**src/rtl/blockexp_norm_ctrl.sv**
```systemverilog
// blockexp_norm_ctrl: block-floating-point sequencer.
// Collects BLOCK_LEN complex 16-bit samples, tracks the largest per-sample
// exponent, then drains the block as 10-bit I/Q sharing that one exponent.
// Optional feature macro: BLOCKEXP_ROUND_EN (round-half-up plus saturation
// before slicing); when undefined, outputs are plain arithmetic-shift truncation.
// Ports:
//   clk, rst_b               clock, asynchronous active-low reset
//   start, abort             block start pulse (IDLE only), discard-and-return
//   in_valid/in_ready        input handshake, in_i/in_q 16-bit two's complement
//   out_valid/out_ready      output handshake, out_i/out_q 10-bit two's complement
//   out_exp, out_last        shared block exponent, final-sample marker
//   busy                     state is not IDLE
module blockexp_norm_ctrl #(
  parameter int unsigned BLOCK_LEN = 16,
  parameter int unsigned CNT_W     = 4
) (
  input  logic        clk,
  input  logic        rst_b,
  input  logic        start,
  input  logic        abort,
  input  logic        in_valid,
  output logic        in_ready,
  input  logic [15:0] in_i,
  input  logic [15:0] in_q,
  output logic        out_valid,
  input  logic        out_ready,
  output logic [9:0]  out_i,
  output logic [9:0]  out_q,
  output logic [3:0]  out_exp,
  output logic        out_last,
  output logic        busy
);

  localparam int unsigned DW = 16;
  localparam int unsigned OW = 10;
  localparam int unsigned EW = 3;
  localparam int unsigned SW = DW + 1;
  localparam logic [CNT_W-1:0] LAST_IDX = CNT_W'(BLOCK_LEN - 1);

  typedef enum logic [1:0] {
    IDLE  = 2'd0,
    FILL  = 2'd1,
    DRAIN = 2'd2
  } state_t;

  state_t state, state_nxt;

  logic [2*DW-1:0] mem [BLOCK_LEN];
  logic [CNT_W-1:0] wr_cnt, rd_cnt;
  logic [EW-1:0]    run_max, blk_exp;
  logic [EW-1:0]    e_i, e_q, samp_e, acc_max;
  logic             accept, xfer;
  logic signed [DW-1:0] rd_i, rd_q;

  // Exponent = 1 + highest bit pair (k+10, k+9) that differs; 0 if the
  // value already fits in 10 bits.
  function automatic logic [EW-1:0] comp_exp(input logic [DW-1:0] x);
    logic [EW-1:0] e;
    e = '0;
    for (int k = 0; k < 6; k++) begin
      if (x[k+10] ^ x[k+9]) e = EW'(k + 1);
    end
    return e;
  endfunction

`ifdef BLOCKEXP_ROUND_EN
  // Round half up in 17-bit arithmetic, shift, then saturate to 10 bits.
  function automatic logic [OW-1:0] scale(input logic signed [DW-1:0] x,
                                          input logic [EW-1:0] e);
    logic signed [SW-1:0] bias, sum, sh;
    bias = (e == '0) ? '0 : (SW'(1) << (e - EW'(1)));
    sum  = {x[DW-1], x} + bias;
    sh   = sum >>> e;
    if ((&sh[SW-1:OW-1]) || !(|sh[SW-1:OW-1])) return sh[OW-1:0];
    else if (sh[SW-1]) return {1'b1, {(OW-1){1'b0}}};
    else return {1'b0, {(OW-1){1'b1}}};
  endfunction
`else
  // Plain arithmetic shift; the exponent guarantees the result fits.
  function automatic logic [OW-1:0] scale(input logic signed [DW-1:0] x,
                                          input logic [EW-1:0] e);
    return OW'(x >>> e);
  endfunction
`endif

  // Running maximum including the sample currently on the input.
  always_comb begin
    e_i     = comp_exp(in_i);
    e_q     = comp_exp(in_q);
    samp_e  = (e_i > e_q) ? e_i : e_q;
    acc_max = (samp_e > run_max) ? samp_e : run_max;
  end

  assign accept = (state == FILL) && in_valid;
  assign xfer   = (state == DRAIN) && out_ready;

  // State register.
  always_ff @(posedge clk or negedge rst_b) begin
    if (!rst_b) state <= IDLE;
    else        state <= state_nxt;
  end

  // Next state and handshake/status decode; abort wins over everything.
  always_comb begin
    state_nxt = state;
    in_ready  = 1'b0;
    out_valid = 1'b0;
    busy      = (state != IDLE);
    case (state)
      IDLE: begin
        if (start) state_nxt = FILL;
      end
      FILL: begin
        in_ready = 1'b1;
        if (accept && (wr_cnt == LAST_IDX)) state_nxt = DRAIN;
      end
      DRAIN: begin
        out_valid = 1'b1;
        if (xfer && (rd_cnt == LAST_IDX)) state_nxt = IDLE;
      end
      default: state_nxt = IDLE;
    endcase
    if (abort) state_nxt = IDLE;
  end

  // Counters, running exponent and sample buffer.
  always_ff @(posedge clk or negedge rst_b) begin
    if (!rst_b) begin
      wr_cnt  <= '0;
      rd_cnt  <= '0;
      run_max <= '0;
      blk_exp <= '0;
      for (int n = 0; n < int'(BLOCK_LEN); n++) mem[n] <= '0;
    end else if (abort) begin
      wr_cnt  <= '0;
      rd_cnt  <= '0;
      run_max <= '0;
    end else begin
      case (state)
        IDLE: begin
          if (start) begin
            wr_cnt  <= '0;
            run_max <= '0;
          end
        end
        FILL: begin
          if (accept) begin
            mem[wr_cnt] <= {in_i, in_q};
            run_max     <= acc_max;
            if (wr_cnt == LAST_IDX) begin
              wr_cnt  <= '0;
              rd_cnt  <= '0;
              blk_exp <= acc_max;
            end else begin
              wr_cnt <= wr_cnt + CNT_W'(1);
            end
          end
        end
        DRAIN: begin
          if (xfer) rd_cnt <= (rd_cnt == LAST_IDX) ? '0 : rd_cnt + CNT_W'(1);
        end
        default: ;
      endcase
    end
  end

  // Output mux straight from buffer registers; data is zero outside DRAIN.
  assign rd_i = mem[rd_cnt][2*DW-1:DW];
  assign rd_q = mem[rd_cnt][DW-1:0];

  always_comb begin
    out_i    = '0;
    out_q    = '0;
    out_last = 1'b0;
    out_exp  = {1'b0, blk_exp};
    if (state == DRAIN) begin
      out_i    = scale(rd_i, blk_exp);
      out_q    = scale(rd_q, blk_exp);
      out_last = (rd_cnt == LAST_IDX);
    end
  end

endmodule

```
**config.mk**
```make
export PLATFORM = sky130hd
export DESIGN_NAME = blockexp_norm_ctrl
export DESIGN_NICKNAME = d
export VERILOG_FILES = /design/src/rtl/blockexp_norm_ctrl.sv
export SDC_FILE = /design/constraint.sdc
export NUM_CORES = 1
export LEC_CHECK = 0
export ABC_AREA = 1
export CORE_MARGIN = 4
export CORE_UTILIZATION = 30
export DETAILED_ROUTE_END_ITERATION = 12
export PLACE_DENSITY = 0.52
export SLEW_MARGIN = 20
export SYNTH_ARGS = -nofsm -noshare
export SYNTH_HDL_FRONTEND = slang
export SYNTH_SLANG_ARGS = --single-unit
```
**constraint.sdc**
```tcl
create_clock -name clk -period 6.7 [get_ports clk]
set_clock_uncertainty 0.15 [all_clocks]
set_input_delay 1.34 -clock clk [delete_from_list [all_inputs] [get_ports clk]]
set_output_delay 1.34 -clock clk [all_outputs]
set_load 0.01 [all_outputs]
```
==> flow_summary.yaml <==
placed_design:
  place_ws_ps: 1426
  io_buffers: 64
  gp_congestion: 0.7828
  hpwlAfterDp_um: 48220
worst_setup_path:
  arrival_ps: 4460
  r2r_slack_ps: 3270
  cp_max_fo: 59
  path_class: "flop to primary output"
  reg2reg_from: "state[0]"
  required_ps: 5210
  reg2regPathDepth: 13
  crit_path_end_kind: "primary output"
  cp-start-kind: "flop"
  r2r_end: "mem[132]"
cts:
  htree_levels: 2
  post-cts-setup-buffers: 0
  cts_root_buf: "clkbuf_16"
  cts_hold_buf: 0
  cts_buffer_depth: 3
  cts_tree: "yes"
  cts.sinks: 528
  postCtsResizedCells: 0
  clk_latency_ps: 620
  path_clk_slew_ps: 60
  cts_buffers: 57
route:
  drtIter0Drc: 2038
  ant_nets: 0
  wirelength_um: 85030
  vias: 21464
  wl_per_cell_um: 20.26
  firstDrtPassIters: 5
  drc: 0
  viasPerCell: 5.114
worst_hold_path:
  worstHoldPathType: "flop to flop"
  hold_end: "mem[108]"
  hold_depth: 2
  min-delay-start: "mem[108]"
sta:
  period_share_pct: 88.82
  final_max_slew_viol_count: 0
  tightest_slew_ps: 1059
  fin_tns_setup_ps: 0
  hold_slack_ps: 330.0
  finalSetupViolCount: 0
  hold_viol: 0
  timing.final.ws_setup_ps: 748.8
  layout_min_cycle_time_ps: 5951
  rsz0062_at_grt: "false"
  relSlewSlack_pct: 29.27
  fmax_mhz: 168.0
global_routing:
  grt_pass1_vias: 20798
  gr-usage-all-layers_pct: 18.94
  grt_overflow: 0
  grt_max_degree: 144
  grt_pass1_wl_um: 132000
  antenna_found_initial: 1
synth:
  synthesis.area_sq_um: 25390
  ys.flop_type: "dfrtp_1"
  ys_types: 39
  yosys_warnings: 0
  synth_cells: 3092
  avgSynthCellArea_sq_um: 8.211
  synthArstFlopShare_pct: 100.0
  synth_nets: 3140
  synth-seq-area-share_pct: 52.04
  synth_edf_count: 0
  ys_seq_elements: 528
floorplanning:
  start_util_pct: 30.29
  chipHeight_um: 298.9
  rows: 106
  coreArea_sq_um: 83820
  ioPinCount: 66
  die_x_um: 298.9
  die_area_sq_um: 89350
power:
  p_leak_uw: 0.01239
  peakVddDrop_mv: 0.2061
  cellPowerDensity_nw_per_um2: 280.5
layout:
  syn2layout_area_growth_pct: 12.62
  final_common_cell: "nand2_1"
  layout_common_cells: "nand2_1 (637), dfrtp_1 (524), o21ai_1 (413), o21ai_0 (369), nor2_1 (353)"
  nets: 3062
  drive_gt1_share_pct: 6.107
outcome:
  status: "complete, no violations"
flow_run:
  timing.max_cap.violations: 0
metal layers:
metal	track usage (%)	vias up	wire (um)	share of wire (%)
met5	0	-	0	0
met4	4.754	0	1894	2.2
met3	2.993	114	4816	5.7
met2	30.27	601	38210	45
met1	26.90	10490	40110	47
li1	-	10259	-	-
critical path, stage by stage (launching register included):
cell and delay [ps]:
dfrtp_4 760, inv_2 720, buf_4 350, o21ai_0 110, o211ai_1 170, nand3_1 110, nand3_1 150, nand3_1 80
nand2_1 100, o21ai_1 60, nor2_1 500, clkdlybuf4s50_1 660
area by class of cell:
type	instances	area [sq um]
Inverter	107	406.6
Sequential cell	528	13230
Clock inverter	21	217.7
Antenna cell	1	2.502
Multi-Input combinational cell	2200	10460
Clock buffer	86	1708
Fill cell	8920	55230
Timing Repair Buffer	120	1154
Tap cell	1134	1419
flip-flops by register name (all words and copies together), names as in the netlist:
| name | flops |
|---|---|
| blk_exp | 3 |
| mem | 512 |
| rd_cnt | 4 |
| run_max | 3 |
| state | 2 |
| wr_cnt | 4 |
cell usage after synthesis (3+ instances only):
cell type,number,area share (%)
a21oi_1,48,0.95
nor2_2,3,0.074
ha_1,10,0.49
xnor2_1,5,0.17
nand4_4,12,1.0
dfrtp_1,528,52
clkbuf_1,81,1.2
nor3_1,3,0.059
nor2_1,353,5.2
o21ai_1,413,8.1
buf_1,10,0.15
o21ai_0,369,7.3
inv_1,97,1.4
buf_2,131,2.6
nand2_1,638,9.4
inv_2,7,0.10
buf_6,18,0.80
nand3_1,203,4.0
o211ai_1,122,3.6
buf_4,17,0.50
stage by stage:
stage	area [sq um]	util [%]	std cells	power (uW)
2_1_floorplan	25390	-	3092	4438
3_3_place_gp	26660	31.81	4089	4798
5_1_grt	28590	34.11	4196	8426
3_5_place_dp	26660	31.81	4089	4814
6_report	28590	34.11	4197	8020
4_1_cts	28590	34.11	4196	8096
worst max-delay path by stage:
stage              start    endpoint  slack, ps  depth (start not counted)
2_1_floorplan   in_i[11]  blk_exp[1]       2870                         20
3_3_place_gp   rd_cnt[1]    out_i[4]       1450                         11
3_5_place_dp   rd_cnt[1]    out_i[4]       1430                         11
4_1_cts        rd_cnt[1]    out_i[4]        740                         11
5_1_grt        rd_cnt[1]    out_i[4]        560                         11
6_report       rd_cnt[1]    out_i[4]        750                         11
report_power, final:
group          total [uW]  internal (uW)  switching, uW
logic                1110            390            721
clock network        3260           1910           1360
registers            3650           3490            157
logic make-up (layout without fill, tap and decap cells):
logic type	count (synthesis)	after routing	share of synthesized area [%]
compound gates	958	958	20.16
flops	528	528	52.04
other cells	1	2	0.01477
simple gates	1225	1225	20.27
xor+xnor	6	6	0.2070
fa+ha+maj	10	10	0.4928
buf+inv	364	334	6.820
(Power assumes the default switching activity.)
